--- src/rtl/exp_table_scheduler.sv ---
// exp_table_scheduler
// Shares one CalculateExpSigma engine between NREQ requesters. A round-robin
// arbiter grants one requester, its sigma is handed to the engine, and the
// engine's oData/oAddr stream is written into that requester's bank of a
// shared table RAM. A watchdog aborts jobs whose engine never reports done.
// Optional feature: define SIGMA_CACHE_EN to skip recomputation when the
// granted bank already holds a valid table built from the same sigma.
module exp_table_scheduler #(
    parameter int NREQ        = 4,
    parameter int SIGMA_W     = 18,
    parameter int DATA_W      = 18,
    parameter int ADDR_W      = 10,
    parameter int TIMEOUT_CYC = 4096,
    localparam int ID_W       = $clog2(NREQ)
) (
    input  logic                    CLK,
    input  logic                    iRST_N,
    input  logic [NREQ-1:0]         iReq,
    input  logic [NREQ*SIGMA_W-1:0] iSigma,
    output logic [NREQ-1:0]         oAck,
    output logic                    oErr,
    output logic                    oBusy,
    output logic [NREQ-1:0]         oTblValid,
    output logic                    oEngStart,
    output logic [SIGMA_W-1:0]      oEngSigma,
    input  logic [DATA_W-1:0]       iEngData,
    input  logic [ADDR_W-1:0]       iEngAddr,
    input  logic                    iEngDone,
    output logic                    oWrEn,
    output logic [ID_W+ADDR_W-1:0]  oWrAddr,
    output logic [DATA_W-1:0]       oWrData
);
    localparam int              WD_W    = $clog2(TIMEOUT_CYC + 1);
    localparam logic [WD_W-1:0] WD_LAST = WD_W'(TIMEOUT_CYC - 1);

    // Handshake: iReq[k] is a level held until the one-cycle oAck[k] and is
    // dropped on the following edge. The level still present during the ack
    // cycle belongs to the finished job, so it is masked from arbitration.

    typedef enum logic [1:0] {S_IDLE, S_START, S_RUN, S_DONE} state_t;

    state_t                  r_state;
    state_t                  w_state_nx;
    logic [ID_W-1:0]         r_id;
    logic [ID_W-1:0]         r_rr;
    logic [SIGMA_W-1:0]      r_sigma;
    logic [WD_W-1:0]         r_wd;
    logic                    r_ok;
    logic [NREQ-1:0]         r_tbl_valid;
    logic [NREQ-1:0]         r_ack;
    logic                    r_err;
    logic                    r_busy;
    logic                    r_eng_start;
    logic                    r_wr_en;
    logic [ID_W+ADDR_W-1:0]  r_wr_addr;
    logic [DATA_W-1:0]       r_wr_data;

    logic [NREQ-1:0]         w_req_m;
    logic [ID_W-1:0]         w_idx;
    logic                    w_found;
    logic [ID_W-1:0]         w_win_id;
    logic [SIGMA_W-1:0]      w_win_sigma;
    logic                    w_hit;
    logic                    w_timeout;

    // Round-robin pick: first pending request at or above the pointer, wrapping.
    always_comb begin
        w_req_m  = iReq & ~r_ack;
        w_found  = 1'b0;
        w_win_id = '0;
        w_idx    = '0;
        for (int i = 0; i < NREQ; i++) begin
            w_idx = r_rr + ID_W'(i);
            if (!w_found && w_req_m[w_idx]) begin
                w_found  = 1'b1;
                w_win_id = w_idx;
            end
        end
    end

    assign w_win_sigma = iSigma[w_win_id*SIGMA_W +: SIGMA_W];
    assign w_timeout   = (r_wd == WD_LAST);

`ifdef SIGMA_CACHE_EN
    logic [SIGMA_W-1:0] r_bank_sigma [NREQ];

    assign w_hit = r_tbl_valid[w_win_id] && (r_bank_sigma[w_win_id] == w_win_sigma);

    // Remember the sigma behind each successfully built table.
    always_ff @(posedge CLK or negedge iRST_N) begin
        if (!iRST_N) begin
            for (int k = 0; k < NREQ; k++) r_bank_sigma[k] <= '0;
        end else if (r_state == S_DONE && r_ok) begin
            r_bank_sigma[r_id] <= r_sigma;
        end
    end
`else
    assign w_hit = 1'b0;
`endif

    // State register.
    always_ff @(posedge CLK or negedge iRST_N) begin
        if (!iRST_N) r_state <= S_IDLE;
        else         r_state <= w_state_nx;
    end

    // Next-state logic; a late engine done outside RUN is simply not looked at.
    always_comb begin
        w_state_nx = r_state;
        case (r_state)
            S_IDLE:  if (w_found) w_state_nx = w_hit ? S_DONE : S_START;
            S_START: w_state_nx = S_RUN;
            S_RUN:   if (iEngDone || w_timeout) w_state_nx = S_DONE;
            S_DONE:  w_state_nx = S_IDLE;
            default: w_state_nx = S_IDLE;
        endcase
    end

    // Registered outputs and job bookkeeping, derived from the current state.
    always_ff @(posedge CLK or negedge iRST_N) begin
        if (!iRST_N) begin
            r_id        <= '0;
            r_rr        <= '0;
            r_sigma     <= '0;
            r_wd        <= '0;
            r_ok        <= 1'b0;
            r_tbl_valid <= '0;
            r_ack       <= '0;
            r_err       <= 1'b0;
            r_busy      <= 1'b0;
            r_eng_start <= 1'b0;
            r_wr_en     <= 1'b0;
            r_wr_addr   <= '0;
            r_wr_data   <= '0;
        end else begin
            r_ack       <= '0;
            r_err       <= 1'b0;
            r_busy      <= (w_state_nx != S_IDLE);
            r_eng_start <= (r_state == S_START);
            r_wr_en     <= (r_state == S_RUN);
            case (r_state)
                S_IDLE: begin
                    if (w_found) begin
                        r_id    <= w_win_id;
                        r_sigma <= w_win_sigma;
                        r_ok    <= w_hit;
                        if (!w_hit) r_tbl_valid[w_win_id] <= 1'b0;
                    end
                end
                S_RUN: begin
                    r_wr_addr <= {r_id, iEngAddr};
                    r_wr_data <= iEngData;
                    r_wd      <= r_wd + 1'b1;
                    if (iEngDone) r_ok <= 1'b1;
                end
                S_DONE: begin
                    r_ack[r_id] <= 1'b1;
                    r_err       <= !r_ok;
                    if (r_ok) r_tbl_valid[r_id] <= 1'b1;
                    r_rr        <= r_id + 1'b1;
                    r_wd        <= '0;
                end
                default: ;
            endcase
        end
    end

    assign oAck      = r_ack;
    assign oErr      = r_err;
    assign oBusy     = r_busy;
    assign oTblValid = r_tbl_valid;
    assign oEngStart = r_eng_start;
    assign oEngSigma = r_sigma;
    assign oWrEn     = r_wr_en;
    assign oWrAddr   = r_wr_addr;
    assign oWrData   = r_wr_data;

endmodule

--- config.mk ---
export PLATFORM = sky130hd
export DESIGN_NAME = exp_table_scheduler
export DESIGN_NICKNAME = d
export VERILOG_FILES = /design/src/rtl/exp_table_scheduler.sv
export SDC_FILE = /design/constraint.sdc
export NUM_CORES = 1
export LEC_CHECK = 0
export ABC_AREA = 1
export ABC_CLOCK_PERIOD_IN_PS = 4400
export CAP_MARGIN = 20
export CORE_MARGIN = 4
export CORE_UTILIZATION = 48
export CTS_CLUSTER_SIZE = 20
export DETAILED_ROUTE_END_ITERATION = 12
export GPL_TIMING_DRIVEN = 0
export PLACE_DENSITY = 0.86
export SYNTH_ARGS = -nofsm -noshare
export SYNTH_HDL_FRONTEND = slang
export SYNTH_SLANG_ARGS = --single-unit
--- constraint.sdc ---
create_clock -name CLK -period 4.4 [get_ports CLK]
set_clock_uncertainty 0.05 [all_clocks]
set_input_delay 0.88 -clock CLK [delete_from_list [all_inputs] [get_ports CLK]]
set_output_delay 0.88 -clock CLK [all_outputs]
set_load 0.05 [all_outputs]
==> summary.md <==
| Metric | Value |
|---|---|
| Status | complete, no violations |
| CTS root buf | clkbuf_8 |
| Die Y | 103.9 microns |
| Number of top-level pins | between 150 and 200 |
| Routed length per placed instance | about 15 microns |
| Fin Setup TNS | 0 ns |
| Fin nets | about 900 |
| Slew @ Worst Pin | 0.5578 ns |
| Resized Gates After CTS | 0 |
| GPL Wtd Cong | 0.9024 |
| Vias in the first global route | 4603 |
| Hold Fails Final Rpt | 0 |
| RSZ-0062 raised after global routing | false |
| Synth Cell Area | 4414 sq um |
| Drt total wl | 13.16 mm |
| Synth area leaders | dfrtp_1 45%, nand2_1 27%, nand4_1 5.8%, inv_1 3.0%, ha_1 2.8% |
| Crit path DAT | between 2 and 3 ns |
| CP endpoint kind | register |
| Power Density | 894.3 nW/um^2 |
| Dpl cells | 882 |
| Clock buffer depth | 2 |
| Setup bufs post-CTS | 0 |
| Tcrit/Tclk final | 0.5954 |
| Slew headroom | 0.6269 |
| Final ANT Viol Nets | 0 |
| Cell-internal power | 2.680 mW |
| Worst-path clk slew | ~0.080 ns |
| Vias post-DR | ~4600 |
| Sink Count | 80 |
| Starting density of the core | 0.4989 |
| Element type at the critical path start | input pin |
| Max stage delay on crit path | 0.48 ns |
| Sequential share of power | 0.212 |
| Leakage | 3.284 nW |
| Most frequent cells in the layout | 313 x nand2_1, 165 x clkdlybuf4s50_1, 80 x dfrtp_1 |
| Row count | 34 |
| Largest fanout on the critical path | 10 |
| Initial DRC count | 255 |
| Post-synth EDFFs | 0 |
| Die area | 10790 sq um |
| CP top delay family | simple AND/OR/NAND/NOR gates |
| Fin. max-slew vios | 0 |
| Initial antenna violation count | 0 |
| Layout area overhead | 46.43% |
| Fmax | ~380 MHz |
| Critical path type | in -> reg |
| First-pass GRT wire length | 22.27 mm |
| Number of synthesized register bits | 80 |
| Clock share of power | 0.105 |
| Distinct cells, synth | 30 |
| Core box area | about 8800 sq um |
| FFs w/ async S/R, synth | 1.000 |
| Port Buffer Count | 166 |
| Final HPWL DP | between 10 and 15 mm |
| Cts bufs inserted | 9 |
| Cell Count, Final, Fillers Out | 898 |
| CP startpoint | iReq[3] |
| Seq/Total Area, Yosys | 0.4535 |
| Buf/Inv on CP | 3 |
| CTS H-tree depth | 3 |
| Syn nets | 724 |
| Ys flop type | dfrtp_1 |
| Largest net degree at the start of global routing | between 50 and 60 |
| Sw Ratio | 0.5364 |
| Setup Viol. Count Final | 0 |
| DRT Pass-1 Iters | 5 |
| Worst flop-to-flop path startpoint | r_state[0] |
| Combinational share of power | 0.683 |
| Hold Buf Count CTS | 0 |
| Slowest cell on crit path | clkdlybuf4s50_1 |
| Most common cell after layout, fill and taps aside | nand2_1 |
| DRC Markers | 0 |
| Max-Cap Viols | 0 |
| Grt ovf | 0 |
| Layout cell share with drive strength beyond 1 | 0.07468 |
| Mapped Cells | ~610 |
| Sw Pwr | 3.101 mW |
| Tmin final | roughly 2.6 ns |
| Skew-Pair Late Insertion Delay | 0.35 ns |
| Via density | about 5.2 |
| Critical Path Most Common Cell | nand2_1 |
| CTS tree | built |
| Sequence of cells on the critical path | clkdlybuf4s50_1, nand3_1, nand3_1, nand2_2, nand4_4, buf_4, buf_2, nand4_1, nand2_1, nand2_1, nand2_1, nand2_1, nand2_1 |
| Area leader, netlist | dfrtp_1 |
| Worst path required time | between 4 and 5 ns |
| Top cell type's share of synthesized area | 0.4535 |
| VDD IR max | 0.5682 mV |
| Yosys Warn Count | 0 |
| Antenna diodes | 0 |
| Avg Synthesized Cell Area | 7.272 sq um |
| Hold crit path type | in -> async |
| Chip width | between 100 and 150 microns |
| Min Hold Slack | 0.3907 ns |
| Tot GR Track Use | 0.2494 |
==> final timing paths <==
| kind | endpoint | slack [ns] | cells after the start |
|---|---|---|---|
| min in group CLK | oWrData[0] | 0.42 | 2 |
| min reg2reg | oWrData[0] | 0.42 | 2 |
| max in group asynchronous | oEngSigma[3] | 3.33 | 2 |
| max reg2reg | r_wd[12] | 2.00 | 14 |
| max | oEngSigma[13] | 1.78 | 13 |
| min | oWrAddr[6] | 0.39 | 1 |
==> final cells by class <==
cell class | count | area, sq um
tap | 108 | 135.1
clock inverter | 6 | 90.09
multi-input combinational | 455 | 2073
fill | 694 | 2385
timing repair buffer | 167 | 1687
sequential | 80 | 2002
buffer | 31 | 182.7
clock buffer | 10 | 137.6
inverter | 41 | 156.4
==> Yosys cell counts (4+ instances only) <==
library cell and count:
o21ai_0 15, nand4_1 41, buf_2 14, nand2_1 313, buf_6 5, a21oi_1 9, dfrtp_1 80, inv_1 35
inv_2 5, ha_1 10, nand2_2 4, nand3_1 22, clkbuf_1 9, nor2_1 21
==> power by group through the flow <==
stage               Clock, mW  Combinational, mW  Sequential [mW]
floorplan                   0               1.89             2.07
global placement            0               3.82             1.22
detailed placement          0               3.94             1.23
CTS                     0.622               3.96             1.22
global route            0.656               4.33             1.26
finish                  0.608               3.95             1.22
==> sequential cells by signal (all words and copies together), names as in the netlist, 2 cells and up <==
| signal | cells |
|---|---|
| oEngSigma | 18 |
| oWrData | 18 |
| r_wd | 13 |
| oWrAddr | 12 |
| oAck | 4 |
| oTblValid | 4 |
| r_id | 2 |
| r_rr | 2 |
| r_state | 2 |
==> worst register-to-register path, stage by stage (launching register included) <==
cell,delay [ns]
dfrtp_1,0.43
inv_1,0.13
ha_1,0.19
buf_2,0.19
inv_2,0.12
nor2_1,0.23
inv_1,0.06
nor2_1,0.16
inv_1,0.06
nor2_1,0.11
inv_1,0.05
nor2_1,0.16
nand3_1,0.12
o21ai_0,0.18
a21oi_1,0.06
==> kinds of logic after synthesis <==
kind of cell,count (synthesis),share of synthesized area
DFF,80,0.4535
and+or+nand+nor,413,0.4014
buffers and inverters,72,0.07682
AOI/OAI and AO/OA,32,0.03997
adders and majority gates,10,0.02834
==> stage by stage <==
step	worst slack (ns)	instance area, sq um	utilization	power [mW]
6_report	1.780	6464	0.7305	5.781
3_3_place_gp	-0.2790	6211	0.7019	5.040
3_5_place_dp	1.459	6236	0.7048	5.168
5_1_grt	1.580	6464	0.7305	6.247
2_1_floorplan	2.241	4414	-	3.964
4_1_cts	1.819	6464	0.7305	5.805
==> metal layers <==
| layer | vias up | wire (microns) | GRT usage |
|---|---|---|---|
| met4 | 0 | 221 | 0.07692 |
| li1 | 2289 | - | - |
| met3 | 21 | 1079 | 0.06518 |
| met5 | - | 0 | 0 |
| met1 | 2110 | 5410 | 0.3096 |
| met2 | 205 | 6452 | 0.4262 |
No activity file was read; power rests on OpenSTA's default activity.
